<file path="src/rtl/sync_fifo_param.sv">
// sync_fifo_param
//   Single-clock parametrised FIFO with an occupancy count, programmable
//   almost-full / almost-empty thresholds and a registered read port that
//   emits a one-cycle rvalid strobe per popped word.
//
// Parameters
//   WIDTH   data width in bits (>=1)
//   DEPTH   number of entries, power of two, >=4
//   AF_LVL  walmost_full when count >= AF_LVL (1..DEPTH)
//   AE_LVL  ralmost_empty when count <= AE_LVL (0..DEPTH-1)
//
// Ports
//   clk, rst        clock (rising edge), synchronous active-high reset
//   winc, wdata     write request and data
//   wfull           FIFO holds DEPTH entries
//   walmost_full    count >= AF_LVL
//   rinc            read request
//   rdata, rvalid   popped word and its one-cycle strobe
//   rempty          FIFO holds no entries
//   ralmost_empty   count <= AE_LVL
//   count           occupancy 0..DEPTH
//   overflow        sticky: write attempted while full
//   underflow       sticky: read attempted while empty
//
// Handshake: a write is accepted at a clock edge when winc=1 and the
// registered wfull=0; a read is accepted when rinc=1 and the registered
// rempty=0. Rejected requests have no effect on state. Each accepted read
// produces exactly one cycle with rvalid=1 and rdata holding the popped
// word, starting at the edge that accepted it. rdata holds its value when
// rvalid=0.
//
// Build option
//   SYNC_FIFO_ERR_EN  when defined, overflow/underflow are sticky error
//                     flags cleared only by rst; otherwise they are tied 0.

module sync_fifo_param #(
  parameter int WIDTH  = 8,
  parameter int DEPTH  = 64,
  parameter int AF_LVL = DEPTH - 4,
  parameter int AE_LVL = 4
) (
  input  logic                       clk,
  input  logic                       rst,
  input  logic                       winc,
  input  logic [WIDTH-1:0]           wdata,
  output logic                       wfull,
  output logic                       walmost_full,
  input  logic                       rinc,
  output logic [WIDTH-1:0]           rdata,
  output logic                       rvalid,
  output logic                       rempty,
  output logic                       ralmost_empty,
  output logic [$clog2(DEPTH):0]     count,
  output logic                       overflow,
  output logic                       underflow
);

  localparam int AW = $clog2(DEPTH);
  localparam int CW = AW + 1;

  localparam logic [CW-1:0] DEPTH_C = CW'(DEPTH);
  localparam logic [CW-1:0] AF_C    = CW'(AF_LVL);
  localparam logic [CW-1:0] AE_C    = CW'(AE_LVL);

  logic [WIDTH-1:0] mem [DEPTH];

  // Pointers carry one extra bit so they wrap naturally at 2*DEPTH; only
  // the low AW bits address the storage.
  logic [CW-1:0] wptr;
  logic [CW-1:0] rptr;
  logic [CW-1:0] count_nxt;

  logic wr_acc;
  logic rd_acc;

  // Acceptance uses the registered flags, so a same-cycle pop never frees
  // room for a write into a full FIFO, and a same-cycle push never makes
  // an empty FIFO readable.
  assign wr_acc = winc & ~wfull;
  assign rd_acc = rinc & ~rempty;

  always_comb begin
    count_nxt = count;
    if (wr_acc && !rd_acc) begin
      count_nxt = count + 1'b1;
    end else if (rd_acc && !wr_acc) begin
      count_nxt = count - 1'b1;
    end
  end

  // Storage is not reset; stale contents are unreachable once the
  // pointers and count are cleared.
  always_ff @(posedge clk) begin
    if (wr_acc && !rst) begin
      mem[wptr[AW-1:0]] <= wdata;
    end
  end

  always_ff @(posedge clk) begin
    if (rst) begin
      wptr          <= '0;
      rptr          <= '0;
      count         <= '0;
      wfull         <= 1'b0;
      walmost_full  <= 1'b0;
      rempty        <= 1'b1;
      ralmost_empty <= 1'b1;
      rdata         <= '0;
      rvalid        <= 1'b0;
    end else begin
      if (wr_acc) begin
        wptr <= wptr + 1'b1;
      end
      if (rd_acc) begin
        rdata <= mem[rptr[AW-1:0]];
        rptr  <= rptr + 1'b1;
      end
      rvalid        <= rd_acc;
      count         <= count_nxt;
      wfull         <= (count_nxt == DEPTH_C);
      rempty        <= (count_nxt == '0);
      walmost_full  <= (count_nxt >= AF_C);
      ralmost_empty <= (count_nxt <= AE_C);
    end
  end

`ifdef SYNC_FIFO_ERR_EN
  // Sticky error flags: set on a request made against a full/empty FIFO,
  // held until reset.
  always_ff @(posedge clk) begin
    if (rst) begin
      overflow  <= 1'b0;
      underflow <= 1'b0;
    end else begin
      if (winc && wfull) begin
        overflow <= 1'b1;
      end
      if (rinc && rempty) begin
        underflow <= 1'b1;
      end
    end
  end
`else
  assign overflow  = 1'b0;
  assign underflow = 1'b0;
`endif

endmodule

</file>
<file path="config.mk">
export PLATFORM = sky130hd
export DESIGN_NAME = sync_fifo_param
export DESIGN_NICKNAME = d
export VERILOG_FILES = /design/src/rtl/sync_fifo_param.sv
export SDC_FILE = /design/constraint.sdc
export NUM_CORES = 1
export LEC_CHECK = 0
export BUFFER_PORTS_ARGS = -buffer_cell sky130_fd_sc_hd__buf_2
export CORE_MARGIN = 2
export CORE_UTILIZATION = 40
export CTS_CLUSTER_DIAMETER = 40
export DETAILED_ROUTE_END_ITERATION = 8
export PLACE_DENSITY = 0.6
export SLEW_MARGIN = 30
export SYNTH_ARGS = -nofsm -noshare
export SYNTH_HDL_FRONTEND = slang
export SYNTH_SLANG_ARGS = --single-unit
</file>
<file path="constraint.sdc">
create_clock -name clk -period 3.2 [get_ports clk]
set_input_delay 0.8 -clock clk [delete_from_list [all_inputs] [get_ports clk]]
set_output_delay 0.8 -clock clk [all_outputs]
set_load 0.03 [all_outputs]
</file>
### After elaboration in Yosys (flattened, before gate mapping)

Memory sizes are Yosys's and may differ from the RTL's. A register that Yosys moved wholly into a read port is not among the register bits.
Cells that the tools add are included.

* bits in registers: 26
* bits in writable memories: 512
* input port bits: 12
* logic and storage cells: 31
* memories: 1

* add/subtract/negate cells: 4
* order comparisons: 2
* equal/unequal tests: 1
* mux-type cells: 4
* bitwise logic cells: 4
* reductions and logical operators: 7

Memories
* mem: words 64, bits a word 8, rd ports 1, clocked after memory_dff 1, wr ports 1, RTL line 65 `logic [WIDTH-1:0] mem [DEPTH];`

Operator list (count)
* adder 7 x 1 -> 7 bit, second input constant: 3
* two-way mux 7 bit: 2
* == test 7 bit, second input constant: 1
* greater-or-equal comparator 7 x 6 -> 1 bit, second input constant: 1
* <= comparator 7 x 3 -> 1 bit, second input constant: 1
* zero test 7 bit: 1
* subtractor 7 x 1 -> 7 bit, second input constant: 1
* logical AND 1 bit: 3
* zero test 1 bit: 3
* AND 1 bit: 2
* two-way mux 1 bit: 2
* NOT 1 bit: 2

### Depth between registers and ports, before layout

Gate-level depths: netlist (run 1).

* depth in word-level cells: 7
* mapped depth: 9

### Least setup slack after synthesis (run 1)

Ideal clock, no wire load.

* path kind: input-to-reg
* start: in winc
* end: mem mem[47][0], enable pin
* library setup time: 395 ps
* arrival time: 2195 ps
* setup slack: 611 ps
* stages: 4
* path through: and2b_2 > buf_2 > nand2_1 > nor4_1

* cells in the longest elaborated chain, start to end: 4

RTL lines
* from (decl): RTL line 44 `input logic winc,`
* AND 1 bit: RTL line 79 `assign wr_acc = winc & ~wfull;`
* logical AND 1 bit: RTL line 94 `if (wr_acc && !rst) begin`
* two-way mux 1 bit: RTL line 94
* two-way mux 1 bit (implied by the code): RTL line 95 `mem[wptr[AW-1:0]] <= wdata;`
* to (decl): RTL line 65

Every way passes these cells.

==> results of run 1 <==
[final timing paths]
check        slack (ps)  endpoint       start  cells after the start
max                 390  rdata[3]     rptr[1]                      7
min                 590   rptr[3]         rst                      2
max reg2reg         390  rdata[3]     rptr[1]                      7
min reg2reg         590  rdata[2]  mem[12][2]                      2
[where the power goes]
group / switching [mW] / total (mW) / internal (mW)
registers: 0.136 / 7.99 / 7.85
logic: 0.915 / 1.59 / 0.675
clock network: 3.03 / 7.68 / 4.66
[cell usage after synthesis, types with 8 or more instances]
master	n	area, um^2
mux4_2	83	1870
a2111oi_0	11	96.3
buf_6	8	90.1
clkbuf_1	23	86.3
nor3_1	13	65.1
a211o_1	13	114
o22ai_1	31	194
nand2_1	34	128
buf_4	15	113
buf_2	20	100
mux2i_1	107	1070
edfxtp_1	512	15400
nand3_1	8	40.0
nor2_1	107	402
dfxtp_1	32	641
inv_1	8	30.0
a21oi_1	17	85.1
a211oi_1	9	67.6
[through the flow]
stage                     utilization, %  std cells  hold slack [ps]  worst slack (ps)
after floorplan                        -       1192              513               611
after global placement              43.3       1960              575               382
after detailed placement            43.3       1960              562               351
after CTS                           47.6       2084              567               364
after global routing                47.6       2084              609               346
final                               47.6       2084              594               388
[final cells by class]
cell class                 instances  area, um^2  area share (%)
tap                              696         871            3.41
timing repair buffer             144        1130            4.42
sequential                       544       16000            62.8
inverter                           8        30.0           0.118
multi-input combinational        568        5180            20.3
clock inverter                    44         472            1.85
clock buffer                      80        1830            7.17
[routing by layer]
layer,track usage (%),vias to the layer above,wire length [um]
met5,0,-,0
met4,7.36,0,1640
met3,2.98,87,3290
met2,31.4,433,25700
met1,26.2,6064,22400
li1,-,5107,-
[state kept, by name, summed over array words and instances (netlist names)]
register       cells
count              7
rdata              8
ralmost_empty      1
mem              512
wfull              1
rptr               6
walmost_full       1
rempty             1
rvalid             1
wptr               6
[placed cells by master, fill, tap and decap left out, types with 7 or more instances in the layout]
master,count
a2111oi_0,11
a211o_1,13
a211oi_1,9
a21oi_1,17
a22oi_1,7
buf_12,10
buf_2,31
buf_4,103
clkbuf_1,7
clkbuf_16,71
clkinv_2,9
dfxtp_1,29
edfxtp_1,512
inv_1,8
inv_6,10
mux2i_1,107
mux4_2,83
nand2_1,34
nand3_1,8
nor2_1,107
nor3_1,13
nor4_1,7
o211ai_1,7
o21ai_0,7
o22ai_1,31
xnor2_1,7
[kinds of logic (layout without fill, tap and decap cells)]
logic type | Yosys count | count (layout) | synth area share (%)
and+or+nand+nor | 220 | 220 | 4.84
other | 1 | 2 | 0.0173
AOI/OAI and AO/OA | 140 | 140 | 4.75
buffers and inverters | 80 | 276 | 2.09
muxes | 190 | 190 | 13.6
adders and majority gates | 4 | 4 | 0.231
xor gates and xnor gates | 12 | 12 | 0.486
DFF | 544 | 544 | 74.0
[critical path, delay by kind of cell, from the launching register on]
| family | cells | cell delay [ps] |
|---|---|---|
| and+or+nand+nor | 1 | 160 |
| DFF | 1 | 810 |
| AOI/OAI and AO/OA | 3 | 720 |
| muxes | 1 | 530 |
| buffers and inverters | 2 | 400 |
==> impl_metrics.csv, run 1 <==
group,metric,value,unit
grt,grt_usage,19.3,%
power,vdd_drop_max,0.000349,V
routing,vias,11700,
clock_tree,cts_inserted_buffers,68,
sta,setup_viol,0,
critical_path,crit_required,3650,ps
yosys,ys.flop_type,"edfxtp_1",
critical_path,start_kind,"flop",
clock_tree,root_buffer,"clkbuf_16",
sta,finalHoldViolations,0,
critical_path,end_kind,"flop",
yosys,ys_ff_latch,544,
outcome,status,"finished clean",
grt,grt_max_degree,65,
routing,first_iter_violations,1101,
layout,design_area,25500,um^2
place,dp_hpwl,33800,um
power,finalPower,17.3,mW
yosys,yosysSeqAreaShare,74.0,%
clock_tree,htree_num_levels,3,
sta,tightest_slew,911,ps
yosys,synth.distinct_cells,65,
critical_path,crit_path_top_delay_cell,"dfxtp_4",
yosys,netlist_area,21600,um^2
layout,nFillCells,4410,
place,placed_area,23200,um^2
routing,final_antenna_net_count,0,
floorplanning,ios,34,
routing,wl,53100,um
floorplanning,start_util,40.3,%
power,power_leakage,8.16,nW
sta,min_period_over_period,87.9,%
power,powerDensity,676,nW/um^2
layout,fin_nets,1350,
min_path,min_path_type,"in -> reg",
sta,clock.fmax,0.356,GHz
routing,first_pass_iters,5,
sta,fin_setup_tns,0,ps
sta,min_period,2810,ps
floorplanning,dieWidth,237,um
floorplanning,rows,85,
clock_tree,post_cts_buffers,0,
routing,drt-vias-per-instance,5.61,
clock_tree,cts_resized,0,
layout,antennaDiodeCount,0,
yosys,syn-instance-count,1191,
yosys,synth_area_per_cell,18.2,um^2
sta,drv_slew,0,
layout,syn_to_final_growth,18.0,%
clock_tree,tritoncts,"built",
yosys,ys_warn_count,0,
floorplanning,fp.dieH,237,um
layout,drive_gt1_share,25.9,%
clock_tree,cts_sinks,544,
grt,grt_overflow,0,
floorplanning,core_area,53700,um^2
clock_tree,clk_path_buf_depth,3,
sta,worst_clock_skew,28.8,ps
critical_path,crit_arrival,3260,ps
critical_path,path_cells,"buf_12, mux4_2, nor2b_1, a2111oi_0, buf_4, o31ai_1, o211ai_1",
grt,grt_pass1_vias,11800,
clock_tree,insertion_delay,590,ps
grt,grt_pass1_wl,78900,um
critical_path,crit_fanout,41,
routing,drc_errors,0,
flow_run,max_cap_violations,0,
critical_path,critPathKind,"reg -> reg",
critical_path,slowest_delay,810,ps
clock_tree,ctsHoldBuffers,0,
yosys,synth_edf_count,512,
grt,antenna_found_initial,0,
yosys,async_flop_share,0,%
sta,rsz0062_at_grt,"no",
place,gp_congestion,0.884,
sta,maxSlewHeadroom,39.0,%
clock_tree,clk_pin_slew,60,ps
routing,wire_per_inst,25.5,um
place,io_buffers,31,
floorplanning,dieArea,56000,um^2
Power figures use the tool's default switching activity.
==> inputs of run 2 (changes only) <==
--- a/config.mk
+++ b/config.mk
@@ -10,7 +10,9 @@
 export CORE_UTILIZATION = 40
 export CTS_CLUSTER_DIAMETER = 40
 export DETAILED_ROUTE_END_ITERATION = 8
+export GPL_TIMING_DRIVEN = 0
 export PLACE_DENSITY = 0.6
+export REMOVE_ABC_BUFFERS = 1
 export SLEW_MARGIN = 30
 export SYNTH_ARGS = -nofsm -noshare
 export SYNTH_HDL_FRONTEND = slang
==> impl_metrics.csv, run 2 (synthesis results as in run 1) <==
group,metric,value,unit
outcome,status,"finished clean",
clock_tree,clk_path_buf_depth,3,
sta,holdWs,579,ps
power,clkPwrFrac,46.5,%
clock_tree,post_cts_buffers,3,
routing,vias,11200,
floorplanning,dieArea,56000,um^2
routing,drt-vias-per-instance,5.57,
sta,setup_ws,212,ps
routing,first_iter_violations,993,
grt,grt_pass1_wl,74400,um
clock_tree,htree_num_levels,3,
layout,layout.area.seq,16000,um^2
routing,wire_per_inst,24.7,um
sta,min_period,2990,ps
layout,fin_nets,1263,
sta,tightest_slew,977,ps
clock_tree,insertion_delay,600,ps
place,placed_area,22600,um^2
layout,final_cells,2004,
sta,drv_slew,0,
critical_path,crit_path_top_delay_cell,"a2111oi_0",
clock_tree,tritoncts,"built",
power,vdd_drop_max,0.000425,V
place,gp_congestion,0.808,
clock_tree,root_buffer,"clkbuf_16",
critical_path,end_kind,"flop",
sta,setup_viol,0,
power,switching_share,23.4,%
critical_path,slowest_delay,870,ps
floorplanning,start_util,40.3,%
sta,min_period_over_period,93.4,%
floorplanning,core_area,53700,um^2
sta,rsz0062_at_grt,"no",
floorplanning,rows,85,
critical_path,path_cells,"buf_12, buf_12, nand3b_1, buf_6, nor2_1, a2111oi_0, o22ai_1",
routing,first_pass_iters,5,
layout,design_area,25200,um^2
layout,drive_gt1_share,22.0,%
power,seqPwrFrac,44.5,%
sta,finalHoldViolations,0,
clock_tree,cts_sinks,544,
power,intPower,13.7,mW
clock_tree,ctsHoldBuffers,0,
place,place_ws,-263,ps
place,io_buffers,31,
critical_path,crit_required,3630,ps
grt,grt_overflow,0,
power,p_sw,4.18,mW
layout,final_common_cell,"edfxtp_1",
grt,antenna_found_initial,0,
power,finalPower,17.9,mW
layout,final_util,47.0,%
clock_tree,cts_resized,0,
critical_path,crit_arrival,3410,ps
place,place_inst,1864,
layout,multi_input_area,5230,um^2
sta,worst_clock_skew,14.3,ps
floorplanning,dieWidth,237,um
critical_path,crit_fanout,33,
critical_path,start_kind,"flop",
sta,maxSlewHeadroom,34.3,%
critical_path,critPathKind,"reg -> reg",
grt,grt_pass1_vias,11400,
place,dp_hpwl,29300,um
layout,final_cell_mix,"edfxtp_1, mux2i_1, nor2_1",
grt,grt_usage,18.1,%
floorplanning,fp.dieH,237,um
sta,clock.fmax,0.335,GHz
clock_tree,clk_pin_slew,60,ps
power,pwr-share-comb,9.0,%
grt,grt_max_degree,65,
layout,largest_reg_flops,512,
routing,wl,49500,um
routing,final_antenna_net_count,0,
layout,syn_to_final_growth,16.5,%
clock_tree,cts_inserted_buffers,74,
floorplanning,ios,34,
min_path,min_path_type,"reg -> reg",
critical_path,path_common_cell,"buf_12",
power,power_leakage,7.82,nW
layout,nFillCells,4430,
power,powerDensity,709,nW/um^2
flow_run,max_cap_violations,0,
routing,drc_errors,0,
sta,fin_setup_tns,0,ps
run 2: cell types whose count changed in the layout (fill, tap and decap cells not counted), sizes merged:
cell      before  now
clkinv        20   18
clkinvlp       6    8
clkbuf        80   87
buf          144   51
diode          0    1
inv           20   22
bufinv         6    9
run 2: final cells by class:
cell class                 count  area share (%)
sequential                   544            63.5
multi-input combinational    568            20.7
clock buffer                  87            7.74
tap                          696            3.45
clock inverter                49            2.33
timing repair buffer          51            2.07
inverter                       8           0.119
antenna                        1         0.00992
run 2: final timing paths:
| check | startpoint | end | slack, ps | depth (start not counted) |
|---|---|---|---|---|
| worst max-delay path | rptr[1] | rdata[2] | 210 | 7 |
| worst min-delay path | rdata[3] | rdata[3] | 580 | 2 |
| worst max register to register | rptr[1] | rdata[2] | 210 | 7 |
| worst min register to register | rdata[3] | rdata[3] | 580 | 2 |
run 2: layer usage:
layer	global-route usage, %	up-vias	share of wire [%]
li1	-	4939	-
met2	29.1	353	49
met4	5.81	0	2.7
met3	3.36	88	5.6
met1	25.0	5780	43
met5	0	-	0
run 2: power by group through the flow:
stage | sequential (mW) | clock, mW | combinational [mW]
global route | 7.96 | 8.77 | 1.72
CTS | 7.95 | 8.47 | 1.63
floorplan | 8.35 | 0 | 0.933
global placement | 8.37 | 0 | 1.49
detailed placement | 8.15 | 0 | 1.54
finish | 7.96 | 8.33 | 1.60
run 2: critical path, delay by kind of cell, from the launching register on:
kind	cells	cell delay, ps
AOI/OAI and AO/OA	2	1050
and+or+nand+nor	2	390
DFF	1	630
buffers and inverters	3	730
